`config.mk`:
```
export PLATFORM = sky130hd
export DESIGN_NAME = tl_ul_arbiter_2to1
export DESIGN_NICKNAME = d
export VERILOG_FILES = /design/src/rtl/tl_ul_pkg.sv /design/src/rtl/tl_rr_lock_arb.sv /design/src/rtl/tl_ul_arbiter_2to1.sv
export SDC_FILE = /design/constraint.sdc
export NUM_CORES = 1
export LEC_CHECK = 0
export BUFFER_PORTS_ARGS = -buffer_cell sky130_fd_sc_hd__buf_2
export CORE_AREA = 4 4 243 245
export DETAILED_ROUTE_END_ITERATION = 6
export DIE_AREA = 0 0 247 249
export GPL_TIMING_DRIVEN = 0
export PLACE_DENSITY_LB_ADDON = 0.3
export SLEW_MARGIN = 0
export SYNTH_ARGS = -nofsm -noshare
export SYNTH_HDL_FRONTEND = slang
export SYNTH_HIERARCHICAL = 1
export SYNTH_SLANG_ARGS = --single-unit
```
`constraint.sdc`:
```
create_clock -name clock -period 8.65 [get_ports clock]
set_clock_uncertainty 0.05 [all_clocks]
set_input_delay 0 -clock clock [delete_from_list [all_inputs] [get_ports clock]]
set_output_delay 0 -clock clock [all_outputs]
set_load 0.005 [all_outputs]
```
`src/rtl/tl_ul_pkg.sv`:
```
// tl_ul_pkg: shared TileLink-UL opcodes, arbiter state and beat-count helper
package tl_ul_pkg;

    localparam int TL_DATA_W   = 64;
    localparam int TL_MAX_SIZE = 6;
    localparam int BEAT_LG2    = $clog2(TL_DATA_W / 8);
    localparam int BEATS_W     = TL_MAX_SIZE - BEAT_LG2 + 1;

    localparam logic [2:0] GET           = 3'd4;
    localparam logic [2:0] PUTFULL       = 3'd0;
    localparam logic [2:0] PUTPARTIAL    = 3'd1;
    localparam logic [2:0] ACCESSACK     = 3'd0;
    localparam logic [2:0] ACCESSACKDATA = 3'd1;

    typedef enum logic {IDLE, LOCK} arb_state_e;

    // Oversized requests are clamped to the largest legal size rather than rejected.
    function automatic logic [BEATS_W-1:0] beats_of(input logic [2:0] opcode, input logic [3:0] size);
        logic [3:0] s;
        s = (size > 4'(TL_MAX_SIZE)) ? 4'(TL_MAX_SIZE) : size;
        beats_of = (!opcode[2] && s > 4'(BEAT_LG2)) ? BEATS_W'(1) << (s - 4'(BEAT_LG2)) : BEATS_W'(1);
    endfunction

endpackage

```
`src/rtl/tl_rr_lock_arb.sv`:
```
// tl_rr_lock_arb: two-client round-robin arbiter that locks onto a client for a multi-beat message
module tl_rr_lock_arb
    import tl_ul_pkg::*;
#(
    parameter int CNT_W = 3
) (
    input  logic           clock,
    input  logic           reset,
    input  logic [1:0]     valid,
    input  logic           fire,
    input  logic [CNT_W:0] beats,
    output logic           sel,
    output logic           lock
);

    arb_state_e       state, state_n;
    logic             rr_pri, rr_pri_n;
    logic             owner, owner_n;
    logic [CNT_W-1:0] beats_left, beats_left_n;

    // state register; reset drops any burst in progress and favours client 0
    always_ff @(posedge clock) begin
        if (!reset) begin
            state      <= IDLE;
            rr_pri     <= 1'b0;
            owner      <= 1'b0;
            beats_left <= '0;
        end else begin
            state      <= state_n;
            rr_pri     <= rr_pri_n;
            owner      <= owner_n;
            beats_left <= beats_left_n;
        end
    end

    // grant choice plus burst bookkeeping; priority flips only when a whole message completes
    always_comb begin
        state_n      = state;
        rr_pri_n     = rr_pri;
        owner_n      = owner;
        beats_left_n = beats_left;
        lock         = state == LOCK;
        sel          = lock ? owner : (valid[rr_pri] ? rr_pri : ~rr_pri);
        case (state)
            IDLE: if (fire) begin
                if (beats == (CNT_W+1)'(1)) begin
                    rr_pri_n = ~sel;
                end else begin
                    state_n      = LOCK;
                    owner_n      = sel;
                    beats_left_n = CNT_W'(beats - 1'b1);
                end
            end
            LOCK: if (fire) begin
                beats_left_n = beats_left - 1'b1;
                if (beats_left == CNT_W'(1)) begin
                    state_n  = IDLE;
                    rr_pri_n = ~owner;
                end
            end
        endcase
    end

endmodule

```
`src/rtl/tl_ul_arbiter_2to1.sv`:
```
// tl_ul_arbiter_2to1: merges two TL-UL clients onto one manager port, tagging source with the client index
module tl_ul_arbiter_2to1
    import tl_ul_pkg::*;
#(
    parameter int DATA_W   = 64,
    parameter int ADDR_W   = 32,
    parameter int SRC_W    = 4,
    parameter int MAX_SIZE = 6
) (
    input  logic                clock,
    input  logic                reset,

    input  logic                in0_a_valid,
    output logic                in0_a_ready,
    input  logic [2:0]          in0_a_bits_opcode,
    input  logic [2:0]          in0_a_bits_param,
    input  logic [3:0]          in0_a_bits_size,
    input  logic [SRC_W-1:0]    in0_a_bits_source,
    input  logic [ADDR_W-1:0]   in0_a_bits_address,
    input  logic [DATA_W/8-1:0] in0_a_bits_mask,
    input  logic [DATA_W-1:0]   in0_a_bits_data,
    input  logic                in0_a_bits_corrupt,

    input  logic                in1_a_valid,
    output logic                in1_a_ready,
    input  logic [2:0]          in1_a_bits_opcode,
    input  logic [2:0]          in1_a_bits_param,
    input  logic [3:0]          in1_a_bits_size,
    input  logic [SRC_W-1:0]    in1_a_bits_source,
    input  logic [ADDR_W-1:0]   in1_a_bits_address,
    input  logic [DATA_W/8-1:0] in1_a_bits_mask,
    input  logic [DATA_W-1:0]   in1_a_bits_data,
    input  logic                in1_a_bits_corrupt,

    output logic                in0_d_valid,
    input  logic                in0_d_ready,
    output logic [2:0]          in0_d_bits_opcode,
    output logic [1:0]          in0_d_bits_param,
    output logic [3:0]          in0_d_bits_size,
    output logic [SRC_W-1:0]    in0_d_bits_source,
    output logic [3:0]          in0_d_bits_sink,
    output logic                in0_d_bits_denied,
    output logic [DATA_W-1:0]   in0_d_bits_data,
    output logic                in0_d_bits_corrupt,

    output logic                in1_d_valid,
    input  logic                in1_d_ready,
    output logic [2:0]          in1_d_bits_opcode,
    output logic [1:0]          in1_d_bits_param,
    output logic [3:0]          in1_d_bits_size,
    output logic [SRC_W-1:0]    in1_d_bits_source,
    output logic [3:0]          in1_d_bits_sink,
    output logic                in1_d_bits_denied,
    output logic [DATA_W-1:0]   in1_d_bits_data,
    output logic                in1_d_bits_corrupt,

    output logic                out_a_valid,
    input  logic                out_a_ready,
    output logic [2:0]          out_a_bits_opcode,
    output logic [2:0]          out_a_bits_param,
    output logic [3:0]          out_a_bits_size,
    output logic [SRC_W:0]      out_a_bits_source,
    output logic [ADDR_W-1:0]   out_a_bits_address,
    output logic [DATA_W/8-1:0] out_a_bits_mask,
    output logic [DATA_W-1:0]   out_a_bits_data,
    output logic                out_a_bits_corrupt,

    input  logic                out_d_valid,
    output logic                out_d_ready,
    input  logic [2:0]          out_d_bits_opcode,
    input  logic [1:0]          out_d_bits_param,
    input  logic [3:0]          out_d_bits_size,
    input  logic [SRC_W:0]      out_d_bits_source,
    input  logic [3:0]          out_d_bits_sink,
    input  logic                out_d_bits_denied,
    input  logic [DATA_W-1:0]   out_d_bits_data,
    input  logic                out_d_bits_corrupt
);

    localparam int CNT_W = MAX_SIZE - BEAT_LG2;

    logic           sel, lock, fire, tgt;
    logic [CNT_W:0] beats;

    tl_rr_lock_arb #(.CNT_W(CNT_W)) u_arb (
        .clock (clock),
        .reset (reset),
        .valid ({in1_a_valid, in0_a_valid}),
        .fire  (fire),
        .beats (beats),
        .sel   (sel),
        .lock  (lock)
    );

    // A channel: payload follows the grant; handshakes are held off while in reset
    always_comb begin
        out_a_valid        = reset & (sel ? in1_a_valid : in0_a_valid);
        in0_a_ready        = reset & out_a_ready & ~sel;
        in1_a_ready        = reset & out_a_ready & sel;
        fire               = out_a_valid & out_a_ready;
        out_a_bits_opcode  = sel ? in1_a_bits_opcode  : in0_a_bits_opcode;
        out_a_bits_param   = sel ? in1_a_bits_param   : in0_a_bits_param;
        out_a_bits_size    = sel ? in1_a_bits_size    : in0_a_bits_size;
        out_a_bits_source  = {sel, sel ? in1_a_bits_source : in0_a_bits_source};
        out_a_bits_address = sel ? in1_a_bits_address : in0_a_bits_address;
        out_a_bits_mask    = sel ? in1_a_bits_mask    : in0_a_bits_mask;
        out_a_bits_data    = sel ? in1_a_bits_data    : in0_a_bits_data;
        out_a_bits_corrupt = sel ? in1_a_bits_corrupt : in0_a_bits_corrupt;
        beats              = (CNT_W+1)'(beats_of(out_a_bits_opcode, out_a_bits_size));
    end

    // D channel: steer by the source MSB added on the A side, then strip it
    always_comb begin
        tgt                = out_d_bits_source[SRC_W];
        in0_d_valid        = out_d_valid & ~tgt;
        in1_d_valid        = out_d_valid & tgt;
        out_d_ready        = tgt ? in1_d_ready : in0_d_ready;
        in0_d_bits_opcode  = out_d_bits_opcode;
        in0_d_bits_param   = out_d_bits_param;
        in0_d_bits_size    = out_d_bits_size;
        in0_d_bits_source  = out_d_bits_source[SRC_W-1:0];
        in0_d_bits_sink    = out_d_bits_sink;
        in0_d_bits_denied  = out_d_bits_denied;
        in0_d_bits_data    = out_d_bits_data;
        in0_d_bits_corrupt = out_d_bits_corrupt;
        in1_d_bits_opcode  = out_d_bits_opcode;
        in1_d_bits_param   = out_d_bits_param;
        in1_d_bits_size    = out_d_bits_size;
        in1_d_bits_source  = out_d_bits_source[SRC_W-1:0];
        in1_d_bits_sink    = out_d_bits_sink;
        in1_d_bits_denied  = out_d_bits_denied;
        in1_d_bits_data    = out_d_bits_data;
        in1_d_bits_corrupt = out_d_bits_corrupt;
    end

endmodule

```
==> results of run 1 <==
[final timing paths]
check	start	endpoint	slack, ns	depth (start not counted)
min	out_d_bits_data[15]	in0_d_bits_data[15]	0.12	2
min reg2reg	u_arb/rr_pri	u_arb/rr_pri	0.42	2
max	u_arb/lock	u_arb/beats_left[0]	4.93	13
max reg2reg	u_arb/lock	u_arb/beats_left[0]	4.93	13
[critical path: stages, from the launching register on]
cell      delay (ns)
dfxtp_1         0.31
clkbuf_1        0.22
o31ai_1         0.53
buf_6           0.23
mux2_2          0.35
or2_2           0.31
ha_1            0.32
nor2_1          0.12
a21o_1          0.16
ha_1            0.16
or3b_1          0.33
buf_2           0.16
a311o_1         0.34
o21ai_0         0.07
[per-stage QoR]
stage	instance area [um2]	power [mW]	utilization	instances	setup WS (ns)
6_report	7030	0.500	0.123	1687	4.93
2_1_floorplan	3300	0.227	-	379	5.28
5_1_grt	7030	0.539	0.123	1686	4.65
4_1_cts	7030	0.512	0.123	1685	4.90
3_5_place_dp	6950	0.433	0.122	1682	4.90
3_3_place_gp	6950	0.433	0.122	1682	4.95
[power groups by stage]
stage | Sequential [mW] | Combinational (mW) | Clock, mW
6_report | 0.0304 | 0.394 | 0.0760
5_1_grt | 0.0305 | 0.429 | 0.0791
4_1_cts | 0.0304 | 0.404 | 0.0775
3_5_place_dp | 0.0308 | 0.402 | 0
3_3_place_gp | 0.0307 | 0.402 | 0
2_1_floorplan | 0.0305 | 0.197 | 0
[cells in the mapped netlist, drive strengths merged]
| library cell | instances |
|---|---|
| nor4 | 1 |
| mux2i | 2 |
| ha | 5 |
| o2111a | 1 |
| mux2 | 119 |
| a21o | 3 |
| buf | 183 |
| nor3 | 1 |
| nand3 | 2 |
| nor4b | 1 |
| o311ai | 1 |
| o32a | 1 |
| or2 | 1 |
| clkbuf | 1 |
| xnor2 | 1 |
| nand3b | 1 |
| o31ai | 1 |
| nor2b | 8 |
| a311o | 1 |
| and3b | 1 |
| a21oi | 5 |
| dfxtp | 6 |
| o32ai | 1 |
| inv | 5 |
| nor3b | 1 |
| nand2b | 2 |
| nand2 | 7 |
| or3b | 1 |
| o211a | 1 |
| and3 | 2 |
| nor2 | 6 |
| a32o | 1 |
| o21ai | 3 |
| and2 | 3 |
[routing by layer]
| metal | track usage | vias to the layer above | routed length, um |
|---|---|---|---|
| met5 | 0 | - | 12 |
| met4 | 0.0112 | 2 | 446 |
| met3 | 0.0262 | 18 | 2730 |
| met2 | 0.124 | 296 | 11500 |
| met1 | 0.0641 | 2046 | 7530 |
| li1 | - | 2210 | - |
[registers in the layout, indices dropped and copies added, names as in the netlist]
name / count
u_arb/beats_left: 3
u_arb/lock: 1
u_arb/owner: 1
u_arb/rr_pri: 1
[layout make-up]
class	instances	area share
timing repair buffer	538	0.383
multi-input combinational	184	0.258
buffer	184	0.192
tap	765	0.136
sequential	6	0.0171
clock buffer	3	0.0107
inverter	5	0.00267
antenna	2	0.000711
[cell families (layout without fill, tap and decap cells)]
| logic type | Yosys count | in the layout |
|---|---|---|
| fa+ha+maj | 5 | 5 |
| mux | 121 | 121 |
| flops | 6 | 6 |
| simple gates | 38 | 38 |
| other cells | 0 | 2 |
| xor+xnor | 1 | 1 |
| buf+inv | 189 | 730 |
| compound gates | 19 | 19 |
==> impl_metrics.csv, run 1 <==
group,metric,value,unit
logic_synthesis,yosys.area_share.simple,0.0689,
clock_tree,htree_levels,1,
power,ir_drop,0.0439,mV
die,rows,88,
die,dieHeight,249,um
detailed_routing,routed_wl,22300,um
power,switching_share,0.361,
worst_setup_path,cp.arrival,3.82,ns
clock_tree,cts_buffers,3,
timing,fin_crit,3.72,ns
logic_synthesis,netlist_top_cells_area,"mux2_2, buf_4, dfxtp_1",
logic_synthesis,synth_xor_area_frac,0.00265,
worst_setup_path,path_max_fanout,10,
logic_synthesis,ys_types,39,
worst_setup_path,critical_path_required,8.76,ns
power,power.density,71.1,mW/mm2
timing,hold_violations,0,
clock_tree,cts_hold_buf,0,
worst_setup_path,startpoint_type,"register",
timing,setup_viol,0,
detailed_routing,postRouteAntennaNets,0,
power,p_int,0.320,mW
clock_tree,cts_resized,0,
power,clockPowerShare,0.152,
logic_synthesis,synth_fa_ha_area_frac,0.0189,
place,globalplace.congestion,0.891,
clock_tree,cts_tree,"built",
timing,worst_hold_slack,0.116,ns
timing,fmax,269,MHz
hold_path,hp-class,"input port to output port",
power,p_comb_frac,0.787,
final_layout,final_cell_mix,"buf_2, buf_4, mux2_2",
final_layout,nets,1257,
logic_synthesis,muxShareOfSynthArea,0.412,
timing,slew_headroom,0.661,
logic_synthesis,seq_area_frac_synth,0.0363,
global_routing,grt_pass1_vias,4816,
clock_tree,clock_sinks,6,
logic_synthesis,netlist_instances,379,
timing,rsz0062_at_grt,"no",
clock_tree,clock_path_buffers,2,
final_layout,final_common_cell,"buf_2",
global_routing,grt_use_total,0.0640,
detailed_routing,via_per_inst,2.71,
die,start_util,0.0578,
run,cap_violations,0,
logic_synthesis,syn_avg_cell_area,8.72,um2
logic_synthesis,synth_top_area_cell,"mux2_2",
worst_setup_path,crit_path_end_kind,"register",
logic_synthesis,synth_top_area_share,0.406,
clock_tree,clk_pin_slew,0.03,ns
die,io_pins,622,
detailed_routing,wl_per_cell,13.2,um
final_layout,fill_cells,6628,
die,core_area,0.0571,mm2
clock_tree,cts_post_setup_buffers_inserted,0,
final_layout,layout-drive-gt1-share,0.922,
global_routing,grt_pass1_wl,29800,um
power,leakage,3.76,nW
final_layout,seq_area,120,um2
detailed_routing,vias,4572,
timing,post-route-period-util,0.430,
detailed_routing,first_pass_iters,4,
place,dp_hpwl,21000,um
place,io_buffers,538,
logic_synthesis,syn_nets,714,
timing,fin_setup_tns,0,ns
detailed_routing,drt_iter0_markers,105,
global_routing,grt_max_degree,11,
clock_tree,clk_latency,0.23,ns
worst_setup_path,critPathKind,"register to register",
timing,report.final.slew_viol_count,0,
logic_synthesis,ys_seq_elements,6,
outcome,status,"completed",
die,dieArea,0.0615,mm2
final_layout,multiInputGateArea,0.00181,mm2
power,switchingPower,0.181,mW
die,die_w,247,um
logic_synthesis,synth_top_family_by_area,"buffers and inverters",
power,seq_power_share,0.061,
logic_synthesis,yosys_warnings,6,
logic_synthesis,synth-compound-area-share,0.0462,
logic_synthesis,synth_area,0.00330,mm2
clock_tree,root_buffer,"clkbuf_16",
global_routing,grt_overflow,0,
global_routing,antenna_found_initial,6,
final_layout,area_delta_synth_final,113,%
timing,worst_slew_pin_slew,0.504,ns
detailed_routing,drc,0,
Note: power is estimated with default switching activity, not from simulation.
==> run 2, diff against run 1 <==
--- a/config.mk
+++ b/config.mk
@@ -5,10 +5,11 @@
 export SDC_FILE = /design/constraint.sdc
 export NUM_CORES = 1
 export LEC_CHECK = 0
+export ABC_AREA = 1
 export BUFFER_PORTS_ARGS = -buffer_cell sky130_fd_sc_hd__buf_2
-export CORE_AREA = 4 4 243 245
+export CORE_AREA = 4 4 240 242
 export DETAILED_ROUTE_END_ITERATION = 6
-export DIE_AREA = 0 0 247 249
+export DIE_AREA = 0 0 244 246
 export GPL_TIMING_DRIVEN = 0
 export PLACE_DENSITY_LB_ADDON = 0.3
 export SLEW_MARGIN = 0
==> constraint.sdc (replaced) <==
create_clock -name clock -period 3.8 [get_ports clock]
set_clock_uncertainty 0.05 [all_clocks]
set_input_delay 0 -clock clock [delete_from_list [all_inputs] [get_ports clock]]
set_output_delay 0 -clock clock [all_outputs]
set_load 0.005 [all_outputs]
==> impl_metrics.csv, run 2 <==
group,metric,value,unit
outcome,status,"completed",
logic_synthesis,yosys_warnings,6,
timing,rsz0062_at_grt,"no",
timing,slew_headroom,0.411,
global_routing,grt_pass1_wl,31700,um
logic_synthesis,post-synth-top-count-cell,"nand2_1",
place,globalplace.congestion,0.912,
die,dieHeight,246,um
worst_setup_path,startpoint_type,"register",
power,p_int,0.921,mW
timing,worst_hold_slack,0.0374,ns
worst_setup_path,path_max_fanout,11,
timing,fmax,298,MHz
power,seq_power_share,0.041,
place,dp_slack,0.255,ns
die,rows,86,
die,die_w,244,um
detailed_routing,via_per_inst,2.88,
timing,fin_ws,0.439,ns
worst_setup_path,critical_path_required,3.92,ns
worst_setup_path,cp.arrival,3.48,ns
global_routing,gr-max-usage-layer,"met2",
global_routing,grt_pass1_vias,5665,
power,switching_share,0.505,
global_routing,grt_max_degree,11,
final_layout,area_delta_synth_final,110,%
timing,fin_crit,3.36,ns
final_layout,layout-drive-gt1-share,0.613,
die,core_area,0.0551,mm2
logic_synthesis,ys_seq_elements,6,
clock_tree,cts_tree,"built",
detailed_routing,routed_wl,23000,um
logic_synthesis,ys_top_cells_by_count,"nand2_1, buf_4, inv_1",
timing,setup_viol,0,
logic_synthesis,netlist_instances,661,
logic_synthesis,synth_top_area_share,0.419,
final_layout,largest_reg_flops,3,
global_routing,grt_overflow,0,
run,cap_violations,0,
power,clockPowerShare,0.093,
worst_setup_path,critPathKind,"register to register",
detailed_routing,postRouteAntennaNets,0,
logic_synthesis,synth_area,0.00338,mm2
logic_synthesis,synth_top_area_cell,"nand2_1",
power,ir_drop,0.142,mV
clock_tree,clock_sinks,6,
detailed_routing,first_pass_iters,4,
final_layout,final_cell_mix,"buf_2, nand2_1, buf_4",
logic_synthesis,synth_edf_count,0,
worst_setup_path,crit_path_end_kind,"register",
timing,post-route-period-util,0.884,
timing,report.final.slew_viol_count,0,
die,start_util,0.0613,
final_layout,utilization,0.129,
clock_tree,clk_latency,0.23,ns
die,io_pins,622,
die,dieArea,0.0600,mm2
power,p_comb_frac,0.866,
logic_synthesis,async_reset_ff_frac,0,
detailed_routing,drt_iter0_markers,171,
timing,fin_setup_tns,0,ns
detailed_routing,vias,5625,
clock_tree,clock_path_buffers,2,
logic_synthesis,syn_nets,996,
clock_tree,clk_pin_slew,0.03,ns
final_layout,top_register,"u_arb/beats_left",
global_routing,groute.layer.met1.usage,0.0686,
hold_path,hp-class,"input port to register",
place,dp_hpwl,21000,um
power,power.density,262,mW/mm2
clock_tree,cts_buffers,3,
final_layout,final_common_cell,"buf_2",
timing,hold_violations,0,
place,io_buffers,538,
clock_tree,htree_levels,1,
clock_tree,root_buffer,"clkbuf_16",
global_routing,use_met2,0.140,
logic_synthesis,syn_avg_cell_area,5.11,um2
global_routing,grt_use_total,0.0671,
power,switchingPower,0.938,mW
logic_synthesis,synth-main-ff-cell,"dfxtp_1",
final_layout,nets,1541,
detailed_routing,wl_per_cell,11.8,um
logic_synthesis,seq_area_frac_synth,0.0356,
global_routing,antenna_found_initial,1,
detailed_routing,drc,0,
global_routing,use_met3,0.0104,
logic_synthesis,ys_types,26,
timing,worst_slew_pin_slew,0.875,ns
logic_synthesis,netlist_top_cells_area,"nand2_1, buf_4, dfxtp_1",
power,leakage,4.46,nW
## run 2: cell types whose count changed in the layout (fill, tap and decap cells not counted), moves of 3 or more
| cell | delta |
|---|---|
| nor3_1 | +3 |
| clkbuf_1 | +13 |
| nand2_1 | +370 |
| inv_1 | +18 |
| nor2_1 | +11 |
| nor2b_1 | -8 |
| nand2_2 | +4 |
| inv_2 | +4 |
| nand3_1 | +8 |
| a21oi_1 | -3 |
| mux2_2 | -118 |
## run 2: repair_timing
item / 4_1_cts / 5_1_grt
setup endpoints to repair: 0 / 6
gates resized for setup: 0 / 1
hold buffers: 0 / 0
buffers inserted: 0 / 2
## run 2: routing by layer
| layer | vias to the layer above | wire length (um) |
|---|---|---|
| met5 | - | 13 |
| met4 | 2 | 495 |
| met3 | 20 | 1510 |
| met2 | 319 | 12900 |
| met1 | 2387 | 8090 |
| li1 | 2897 | - |
## run 2: critical path: stages (launching register included)
cell and delay [ns]:
dfxtp_1 0.30, buf_6 0.13, nand2_1 0.08, a21boi_2 0.30
inv_2 0.11, buf_6 0.19, nand2_1 0.12, nand2_2 0.13
nand2_2 0.13, nand2_1 0.10, nand2_1 0.11, inv_2 0.05
ha_1 0.31, inv_1 0.06, nand3_1 0.09, o21bai_1 0.24
inv_1 0.08, ha_1 0.28, or2_1 0.22, o21ai_2 0.05
o21ai_1 0.07, nor2_1 0.09
## run 2: power groups by stage
stage / logic, mW / clock network (mW) / registers (mW)
6_report: 1.61 / 0.173 / 0.0765
4_1_cts: 1.65 / 0.177 / 0.0765
3_5_place_dp: 1.64 / 0 / 0.0774
3_3_place_gp: 1.64 / 0 / 0.0771
2_1_floorplan: 0.827 / 0 / 0.0766
5_1_grt: 1.81 / 0.182 / 0.0772
## run 2: metrics by stage
step                      instance area (um2)  power, mW  instances
after floorplan                          3380      0.904        661
after global placement                   7000       1.72       1947
after CTS                                7080       1.90       1950
after global routing                     7090       2.07       1952
final                                    7100       1.86       1953
after detailed placement                 7000       1.72       1947
## run 2: final cells by class
| class | count | area, um2 |
|---|---|---|
| flip-flops and latches | 6 | 120 |
| plain buffers | 194 | 1390 |
| multi-input cells | 433 | 1760 |
| well taps | 748 | 936 |
| repair buffers | 540 | 2710 |
| clock buffers | 3 | 75.1 |
| diodes | 1 | 2.50 |
| fillers | 6546 | 48000 |
| inverters | 28 | 110 |
## run 2: path summary, 6_finish.rpt
path                            start                   to  slack (ns)  cells after the start
setup / recovery           u_arb/lock  u_arb/beats_left[1]        0.44                     21
hold / removal                  reset          u_arb/owner        0.04                      3
setup reg to reg           u_arb/lock  u_arb/beats_left[1]        0.44                     21
hold reg to reg   u_arb/beats_left[1]  u_arb/beats_left[1]        0.44                      2
## run 2: cell families (layout without fill, tap and decap cells)
logic type                 after synthesis  after routing  share of synthesized area
DFF                                      6              6                     0.0356
other                                    0              1                          0
AOI/OAI and AO/OA                       11             11                     0.0219
buffers and inverters                  222            765                      0.444
and+or+nand+nor                        416            416                      0.476
adders and majority gates                5              5                     0.0185
muxes                                    1              1                    0.00334
==> run 3, diff against run 2 <==
--- a/config.mk
+++ b/config.mk
@@ -11,6 +11,7 @@
 export DETAILED_ROUTE_END_ITERATION = 6
 export DIE_AREA = 0 0 244 246
 export GPL_TIMING_DRIVEN = 0
+export HOLD_SLACK_MARGIN = 0.12
 export PLACE_DENSITY_LB_ADDON = 0.3
 export SLEW_MARGIN = 0
 export SYNTH_ARGS = -nofsm -noshare
==> impl_metrics.csv, run 3 (synthesis results as in run 2) <==
group,metric,value,unit
die,dieArea,0.0600,mm2
global_routing,grt_pass1_wl,32500,um
final_layout,layout-drive-gt1-share,0.601,
outcome,status,"completed",
global_routing,grt_overflow,0,
timing,hold_violations,0,
global_routing,grt_pass1_vias,5810,
final_layout,final_cell_mix,"buf_2, nand2_1, buf_4",
timing,worst_slew_pin_slew,0.875,ns
final_layout,final_common_cell,"buf_2",
worst_setup_path,cp.arrival,3.48,ns
clock_tree,clock_path_buffers,2,
detailed_routing,drt_iter0_markers,167,
detailed_routing,postRouteAntennaNets,0,
worst_setup_path,critPathKind,"register to register",
power,p_int,0.936,mW
global_routing,grt_use_total,0.0686,
final_layout,utilization,0.133,
detailed_routing,routed_wl,23400,um
run,cap_violations,0,
die,start_util,0.0613,
power,p_comb_frac,0.867,
detailed_routing,first_pass_iters,4,
global_routing,antenna_found_initial,1,
clock_tree,clock_sinks,6,
clock_tree,htree_levels,1,
final_layout,top_register,"u_arb/beats_left",
die,core_area,0.0551,mm2
timing,post-route-period-util,0.885,
timing,setup_viol,0,
worst_setup_path,crit_path_end_kind,"register",
timing,fmax,297,MHz
final_layout,largest_reg_flops,3,
hold_path,hp-class,"input port to output port",
place,dp_hpwl,21000,um
die,dieHeight,246,um
die,rows,86,
place,place_area,0.00700,mm2
power,leakage,4.56,nW
place,globalplace.congestion,0.912,
power,switching_share,0.502,
worst_setup_path,critical_path_required,3.92,ns
timing,slew_headroom,0.411,
final_layout,nets,1564,
final_layout,area_delta_synth_final,117,%
die,die_w,244,um
timing,fin_ws,0.438,ns
detailed_routing,drc,0,
die,io_pins,622,
timing,fin_crit,3.36,ns
clock_tree,clk_latency,0.23,ns
final_layout,fin_area,0.00733,mm2
power,clockPowerShare,0.092,
timing,rsz0062_at_grt,"no",
global_routing,grt_max_degree,11,
power,seq_power_share,0.041,
clock_tree,cts_buffers,3,
timing,fin_setup_tns,0,ns
final_layout,fill_cells,6534,
clock_tree,clk_pin_slew,0.03,ns
clock_tree,root_buffer,"clkbuf_16",
worst_setup_path,startpoint_type,"register",
power,power.density,257,mW/mm2
clock_tree,cts_tree,"built",
timing,report.final.slew_viol_count,0,
detailed_routing,wl_per_cell,11.9,um
power,ir_drop,0.143,mV
power,power,1.88,mW
detailed_routing,via_per_inst,2.89,
detailed_routing,vias,5720,
worst_setup_path,path_max_fanout,11,
power,switchingPower,0.944,mW
place,dp_slack,0.255,ns
place,io_buffers,538,
run 3: final cells by class:
class                      count  area, um2  area share
timing repair buffer         563       2940       0.401
multi-input combinational    433       1760       0.240
buffer                       194       1390       0.190
tap                          748        936       0.128
sequential                     6        120      0.0164
inverter                      28        110      0.0150
clock buffer                   3       75.1      0.0102
antenna                        1       2.50    0.000342
run 3: what timing repair did:
action                                  CTS  global route
hold buffers                             22             1
endpoints found under the hold margin    33             1
endpoints found under the setup margin    0             6
resized for setup                         0             1
buffers inserted                          0             2
run 3: per-layer routing:
metal / track usage / share of wire / vias up / wire length [um]
met5: 0 / 0.00055 / - / 13
met1: 0.0702 / 0.35 / 2425 / 8150
li1: - / - / 2942 / -
met2: 0.143 / 0.56 / 327 / 13100
met3: 0.0106 / 0.070 / 24 / 1640
met4: 0.0176 / 0.022 / 2 / 524
run 3: worst max-delay path, cell delays in order, from the launching register on:
cell      delay, ns
dfxtp_1        0.30
buf_6          0.13
nand2_1        0.08
a21boi_2       0.30
inv_2          0.11
buf_6          0.19
nand2_1        0.12
nand2_2        0.13
nand2_2        0.13
nand2_1        0.10
nand2_1        0.11
inv_2          0.05
ha_1           0.31
inv_1          0.06
nand3_1        0.09
o21bai_1       0.24
inv_1          0.08
ha_1           0.28
or2_1          0.22
o21ai_2        0.05
o21ai_1        0.07
nor2_1         0.09
run 3: worst paths after layout:
path                         endpoint  slack (ns)                 from  cells past startpoint
setup / recovery  u_arb/beats_left[1]        0.44           u_arb/lock                     21
setup reg to reg  u_arb/beats_left[1]        0.44           u_arb/lock                     21
hold reg to reg   u_arb/beats_left[1]        0.44  u_arb/beats_left[1]                      2
hold / removal    in1_d_bits_data[29]        0.12  out_d_bits_data[29]                      2
run 3: power by group through the flow:
stage,clock network [mW],registers [mW],logic [mW]
after global routing,0.182,0.0772,1.84
final,0.173,0.0765,1.63
after global placement,0,0.0771,1.64
after detailed placement,0,0.0774,1.64
after CTS,0.177,0.0765,1.67
after floorplan,0,0.0766,0.827
run 3: stage by stage:
step                      hold WS (ns)  cells
after floorplan                -0.0189    661
after global placement           0.119   1947
after detailed placement         0.117   1947
after CTS                        0.120   1972
after global routing             0.122   1975
final                            0.118   1976
